[config.mk]
export PLATFORM = sky130hd
export DESIGN_NAME = turn_controller
export DESIGN_NICKNAME = d
export VERILOG_FILES = /design/src/rtl/turn_controller.sv
export SDC_FILE = /design/constraint.sdc
export NUM_CORES = 1
export LEC_CHECK = 0
export CAP_MARGIN = 20
export CORE_ASPECT_RATIO = 1.75
export CORE_MARGIN = 2
export CORE_UTILIZATION = 53
export DETAILED_ROUTE_END_ITERATION = 8
export PLACE_DENSITY = 0.95
export RECOVER_POWER = 100
export SYNTH_ARGS = -nofsm -noshare
export SYNTH_HDL_FRONTEND = slang
export SYNTH_SLANG_ARGS = --single-unit
export TNS_END_PERCENT = 100
[constraint.sdc]
create_clock -name clk -period 2.5 [get_ports clk]
set_clock_uncertainty 0.15 [all_clocks]
set_input_delay 0.5 -clock clk [delete_from_list [all_inputs] [get_ports clk]]
set_output_delay 0.5 -clock clk [all_outputs]
set_load 0.02 [all_outputs]
[src/rtl/turn_controller.sv]
// Turn sequencing FSM for the card-pick / chicken-move game loop feeding data_path.
// Optional select-phase timeout is compiled in with `define TURN_TIMEOUT_EN.
module turn_controller #(
    parameter int NUM_CARDS      = 12,
    parameter int CARD_W         = 4,
    parameter int REVEAL_CYCLES  = 16,
    parameter int TIMEOUT_CYCLES = 64
) (
    input  logic                 clk,
    input  logic                 rst,
    input  logic                 start,
    input  logic [2:0]           N,
    input  logic                 card_sel_valid,
    input  logic [CARD_W-1:0]    card_sel,
    input  logic                 go,
    input  logic                 W,
    output logic [CARD_W-1:0]    A,
    output logic                 check_req,
    output logic                 move_en,
    output logic                 statecombo_next_turn,
    output logic [1:0]           cur_player,
    output logic [NUM_CARDS-1:0] card_faceup,
    output logic                 game_over,
    output logic [2:0]           state_o
);

    // Handshake: check_req, move_en and statecombo_next_turn are single-cycle
    // registered pulses; go is valid the cycle after check_req, W the cycle after move_en.
    typedef enum logic [2:0] {
        S_IDLE   = 3'd0,
        S_SELECT = 3'd1,
        S_CHECK  = 3'd2,
        S_RESULT = 3'd3,
        S_MOVE   = 3'd4,
        S_WINCHK = 3'd5,
        S_REVEAL = 3'd6,
        S_OVER   = 3'd7
    } state_t;

    localparam int RCW = (REVEAL_CYCLES > 1) ? $clog2(REVEAL_CYCLES) : 1;
    localparam logic [RCW-1:0]  REVEAL_LAST = RCW'(REVEAL_CYCLES - 1);
    localparam logic [CARD_W:0] NUM_CARDS_X = (CARD_W + 1)'(NUM_CARDS);

    state_t               state;
    logic [RCW-1:0]       reveal_cnt;
    logic [NUM_CARDS-1:0] sel_mask;
    logic                 pick_ok;
    logic                 all_up;
    logic [2:0]           n_eff;
    logic [1:0]           last_player;
    logic [1:0]           next_player;
    logic                 turn_end;

`ifdef TURN_TIMEOUT_EN
    localparam int TW = (TIMEOUT_CYCLES > 1) ? $clog2(TIMEOUT_CYCLES) : 1;
    localparam logic [TW-1:0] TIMEOUT_LAST = TW'(TIMEOUT_CYCLES - 1);
    logic [TW-1:0] timeout_cnt;
`endif

    assign sel_mask = NUM_CARDS'(1) << card_sel;
    assign pick_ok  = card_sel_valid && ({1'b0, card_sel} < NUM_CARDS_X)
                      && ((card_faceup & sel_mask) == '0);
    assign all_up   = &card_faceup;

    // Player count is clamped to 2..4 and only consulted at a turn boundary.
    assign n_eff       = (N < 3'd2) ? 3'd2 : (N > 3'd4) ? 3'd4 : N;
    assign last_player = 2'(n_eff - 3'd1);
    assign next_player = (cur_player >= last_player) ? 2'd0 : cur_player + 2'd1;

    always_comb begin
        turn_end = 1'b0;
        case (state)
            S_WINCHK: turn_end = !W && all_up;
            S_REVEAL: turn_end = (reveal_cnt == REVEAL_LAST);
            default:  turn_end = 1'b0;
        endcase
`ifdef TURN_TIMEOUT_EN
        if (state == S_SELECT && !pick_ok && timeout_cnt == TIMEOUT_LAST)
            turn_end = 1'b1;
`endif
    end

    always_ff @(posedge clk) begin
        if (rst) begin
            state                <= S_IDLE;
            A                    <= '0;
            check_req            <= 1'b0;
            move_en              <= 1'b0;
            statecombo_next_turn <= 1'b0;
            cur_player           <= 2'd0;
            card_faceup          <= '0;
            game_over            <= 1'b0;
            reveal_cnt           <= '0;
`ifdef TURN_TIMEOUT_EN
            timeout_cnt          <= '0;
`endif
        end else begin
            check_req            <= 1'b0;
            move_en              <= 1'b0;
            statecombo_next_turn <= 1'b0;
            case (state)
                S_IDLE: begin
                    if (start) begin
                        state       <= S_SELECT;
                        cur_player  <= 2'd0;
                        card_faceup <= '0;
                    end
                end
                S_SELECT: begin
                    if (pick_ok) begin
                        A           <= card_sel;
                        card_faceup <= card_faceup | sel_mask;
                        check_req   <= 1'b1;
                        state       <= S_CHECK;
                    end
                end
                S_CHECK: state <= S_RESULT;
                S_RESULT: begin
                    if (go) begin
                        move_en <= 1'b1;
                        state   <= S_MOVE;
                    end else begin
                        reveal_cnt <= '0;
                        state      <= S_REVEAL;
                    end
                end
                S_MOVE: state <= S_WINCHK;
                S_WINCHK: begin
                    if (W) begin
                        game_over <= 1'b1;
                        state     <= S_OVER;
                    end else begin
                        state <= S_SELECT;
                    end
                end
                S_REVEAL: reveal_cnt <= reveal_cnt + RCW'(1);
                S_OVER: begin
                    if (start) begin
                        game_over <= 1'b0;
                        state     <= S_IDLE;
                    end
                end
                default: state <= S_IDLE;
            endcase

            // Turn hand-over overrides whatever transition the case chose.
            if (turn_end) begin
                statecombo_next_turn <= 1'b1;
                card_faceup          <= '0;
                cur_player           <= next_player;
                state                <= S_SELECT;
            end

`ifdef TURN_TIMEOUT_EN
            if (state != S_SELECT || pick_ok || turn_end)
                timeout_cnt <= '0;
            else
                timeout_cnt <= timeout_cnt + TW'(1);
`endif
        end
    end

    assign state_o = state;

endmodule

---- Word level (Yosys, flattened, before mapping) ----
Index checks and enable logic that the tools add are counted.
operators by class
  mux-type cells .......................... 25
  $add $sub $neg .......................... 3
  $lt $le $gt $ge ......................... 4
  bitwise logic cells ..................... 4
  shift operators ......................... 1
  reduce and logical (&&, ||, !) cells .... 24
  equal/unequal tests ..................... 16
operators with widths
  operator              count
  $mux 12               2
  $pmux 12 s2           1
  $pmux 3 s7            1
  $mux 2                7
  $and 12x12->12        1
  $eq 3x3->1 const B    4
  $logic_not 12->1      1
  $mux 3                4
  $or 12x12->12         1
  $reduce_and 12->1     1
  $shl 1x4->12 const A  1
  $ne 2x2->1 const B    5
  $reduce_bool 2->1     5
  $ne 3x3->1 const B    3
  $pmux 4 s2            1
  $reduce_and 4->1      2
  $reduce_bool 8->1     1
  $reduce_bool 7->1     1
  $eq 3x2->1 const B    2
  $mux 1                6
  $reduce_and 2->1      3
  $reduce_and 3->1      2
  $reduce_or 2->1       3
  $add 4x1->4 const B   1
  14 further kinds      18
storage, ports and cells
  output and inout bits ................... 25
  word-level logic and storage cells ...... 87
  bits in registers ....................... 29

---- Longest topological paths before layout ----
  word-level depth ........................ 7
  depth in mapped cells ................... 7

---- Worst setup path after synthesis ----
OpenSTA, ideal clock, no wires.
  path type ............................... input to register
  start point ............................. input card_sel[0]
  end point ............................... register A[2]
  data arrival time ....................... 1.627 ns
  buffers on the path ..................... 1
  library setup time ...................... 0.121 ns
  data required time ...................... 2.229 ns
  stages on the path ...................... 6
  path slack .............................. 0.602 ns
  cells stage by stage .................... buf_6 > mux2i_1 > o31a_1 > and4bb_4 > nand2_4 > mux2_4
on the way
  word-level cells in the longest chain between the ends .. 5
  elaborated cells between the ends (all ways) .. 7
  classes of those cells .................. order compare: 1; shift: 1; bitwise: 1; reduce/logical: 4
ends and longest elaborated chain
  item                          line  text
  start: declaration            14    input logic [CARD_W-1:0] card_sel,
  $shl 1x4->12                  60    assign sel_mask = NUM_CARDS'(1) << card_sel;
  $and 12x12->12                62    && ((card_faceup & sel_mask) == '0);
  $logic_not 12->1              62
  $logic_and 1x1->1 *           62
  $reduce_and 2->1 (no line) *  n/a
  end signal: assignment        111   A <= card_sel;
  end: declaration              17    output logic [CARD_W-1:0] A,
Every way passes the cells marked *; elsewhere a longest branch is shown, timed or not.
A chain may end at the register's enable or synchronous reset.

---- Worst setup path in the final report ----
Ends and elaborated chain as after synthesis.

==> results.toml <==
[outcome]
outcome = "completed"

[sta]
worst_slack_ns = 0.113
period_needed_ns = 2.39
tightest_slew_ns = 0.834
fmax_ghz = 0.419
period_share_pct = 95.5
hold_violations = 0
slew_headroom_pct = 44.4
slew_violations = 0
report.final.setup_viol = 0
rsz0062_at_grt = "false"

[synth]
synth_edf_count = 0
synth-xor-area-share_pct = 0
synth_seq_cells = 29
ys_seq_area_share_pct = 36.5
synth_area_per_cell_um2 = 8.33
ys_types = 48
synth-simple-area-share_pct = 31.9
syn_nets = 207
synth_compound_area_share_pct = 17.9
async_reset_ff_share_pct = 0
syn_inst = 191
synth-adder-area-share_pct = 2.36
yosysWarnings = 0
synth_top_family_by_area = "simple AND/OR/NAND/NOR gates"
synth_mux_area_share_pct = 4.72
synth.cell_area_um2 = 1590
synth-main-ff-cell = "dfxtp_1"

[drt]
vias_per_cell = 6.36
drt-initial-drc-count = 94
first_pass_iters = 5
drc_errors = 0
ant_nets = 0
wl_per_cell_um = 16.6
drt-total-wl_mm = 4.32
vias = 1654

[clocking]
clkTransAtPathRegs_ns = 0.05
h-tree-depth = 2
worstSkewPairLatency_ns = 0.27
cts_sinks = 29
cts_tree = "done"
root_buffer = "clkbuf_8"
cts.hold.buffers_added = 0
cts_setup_buffers = 0
postCtsResizedCells = 0
cts_inserted_buffers = 5
clk_path_buf_depth = 2

[hold_path]
hold_path.class = "flop to flop"

[floorplanning]
rows = 26
initial_core_util_pct = 55.0
die-area_um2 = 3470
die_w_um = 45.4
core_area_um2 = 2900
ios = 38
die_h_um = 76.5

[setup_path]
cpMaxStageDelayCell = "clkdlybuf4s50_1"
path_cells = "clkdlybuf4s50_1 > inv_1 > a41oi_1 > o32a_4 > nand2_2 > mux2_4"
worstSetupPathType = "primary input to flop"
arrival_ns = 2.40
critical_path_buf_inv_count = 2
cp_top_family = "buffers and inverters"
required_ns = 2.51
slowest_delay_ns = 0.69
endpoint_kind = "flop"
critPathLaunchType = "primary input"
worstPathMaxFanout = 9

[finish]
diodes = 0
drive_above_1_share_pct = 11.6
layout_commonest_cell = "nor2_1"
finalCoreUtilization_pct = 71.2
fin_nets = 249
area_growth_pct = 29.5
fin_cells = 260
layout_common_cells = "nor2_1 (38), dfxtp_1 (29), dlygate4sd3_1 (27)"

[global_route]
grt_pass1_vias = 1647
grt_max_degree = 23
antenna_found_initial = 0
grt.total_usage_pct = 27.5
grt_pass1_wl_mm = 7.21
grt-ovfl-total = 0

[placement]
place_ws_ns = -0.0290
gp_congestion = 0.998
dp.cells = 254
dp_hpwl_mm = 3.14
io_buffers = 37

[pwr]
vdd_drop_max_mv = 0.417
cellPowerDensity_nw_per_um2 = 534
leakagePower_nw = 0.880

[run]
drv_cap = 0
[power breakdown]
group	internal (mW)	switching [mW]	total, mW
logic	0.115	0.146	0.261
registers	0.480	0.0236	0.504
clock network	0.182	0.155	0.337
total	0.777	0.325	1.10
[cell families (layout without fill, tap and decap cells)]
| logic type | Yosys count | count (layout) |
|---|---|---|
| buffers and inverters | 17 | 58 |
| DFF | 29 | 29 |
| and+or+nand+nor | 94 | 94 |
| muxes | 6 | 6 |
| adders and majority gates | 3 | 3 |
| AOI/OAI and AO/OA | 42 | 42 |
[per-stage QoR]
| step | total power [mW] | instance area (um^2) | TNS (ns) | hold slack, ns |
|---|---|---|---|---|
| 6_report | 1.10 | 2060 | 0 | 0.324 |
| 5_1_grt | 1.16 | 2060 | 0 | 0.340 |
| 4_1_cts | 1.12 | 2070 | 0 | 0.329 |
| 3_5_place_dp | 0.777 | 2000 | -0.0612 | 0.322 |
| 3_3_place_gp | 0.767 | 2000 | -0.00837 | 0.311 |
| 2_1_floorplan | 0.677 | 1590 | 0 | 0.309 |
[metal layers]
layer | GRT usage, % | wire, um | vias up
li1 | - | - | 766
met1 | 28.2 | 1460 | 764
met2 | 45.5 | 2260 | 84
met3 | 5.92 | 285 | 40
met4 | 20.0 | 324 | 0
met5 | 0 | 0 | -
[area by class of cell]
class	count	area, um^2
multi-input combinational	145	901
tap	28	35.0
fill	208	835
timing repair buffer	47	452
clock buffer	5	68.8
clock inverter	1	5.00
sequential	29	581
inverter	5	18.8
[cells in the mapped netlist, types with 2 or more instances]
master	count	area, um^2
nor4_1	2	12.5
mux2_4	3	45.0
or3_1	2	12.5
nor2b_1	4	25.0
nor2_1	38	143
a31oi_1	13	81.3
nand4_1	2	12.5
clkbuf_1	3	11.3
o21ai_0	5	25.0
buf_4	2	15.0
buf_2	3	15.0
a21oi_1	11	55.1
nand3b_1	2	15.0
nand2b_1	7	43.8
buf_6	4	45.0
inv_1	5	18.8
dfxtp_1	29	581
nor3_1	5	25.0
and3b_1	2	17.5
ha_1	3	37.5
mux2i_1	3	30.0
nand4b_1	3	26.3
nand2_1	9	33.8
nand3_1	7	35.0
[worst paths after layout]
check | start | end | slack [ns] | depth (start not counted)
setup / recovery | card_sel[0] | A[2]$_SDFFE_PP0P_ | 0.11 | 6
hold / removal | A[1]$_SDFFE_PP0P_ | A[1]$_SDFFE_PP0P_ | 0.32 | 2
setup reg to reg | state_o[1]$_SDFFE_PP0P_ | card_faceup[0]$_SDFFE_PP0P_ | 0.50 | 6
hold reg to reg | A[1]$_SDFFE_PP0P_ | A[1]$_SDFFE_PP0P_ | 0.32 | 2
[registers in the layout (all words and copies together), names as in the netlist]
signal	cells
state_o	3
check_req	1
move_en	1
statecombo_next_turn	1
game_over	1
reveal_cnt	4
A	4
cur_player	2
card_faceup	12
[worst reg2reg max path, cell delays in order (launching register included)]
cell and delay, ns:
dfxtp_1 0.43, and3b_1 0.28, and4_4 0.21, nor3_1 0.20
nand2_1 0.13, buf_12 0.16, o41ai_2 0.33
Note: power is estimated with default switching activity, not from simulation.
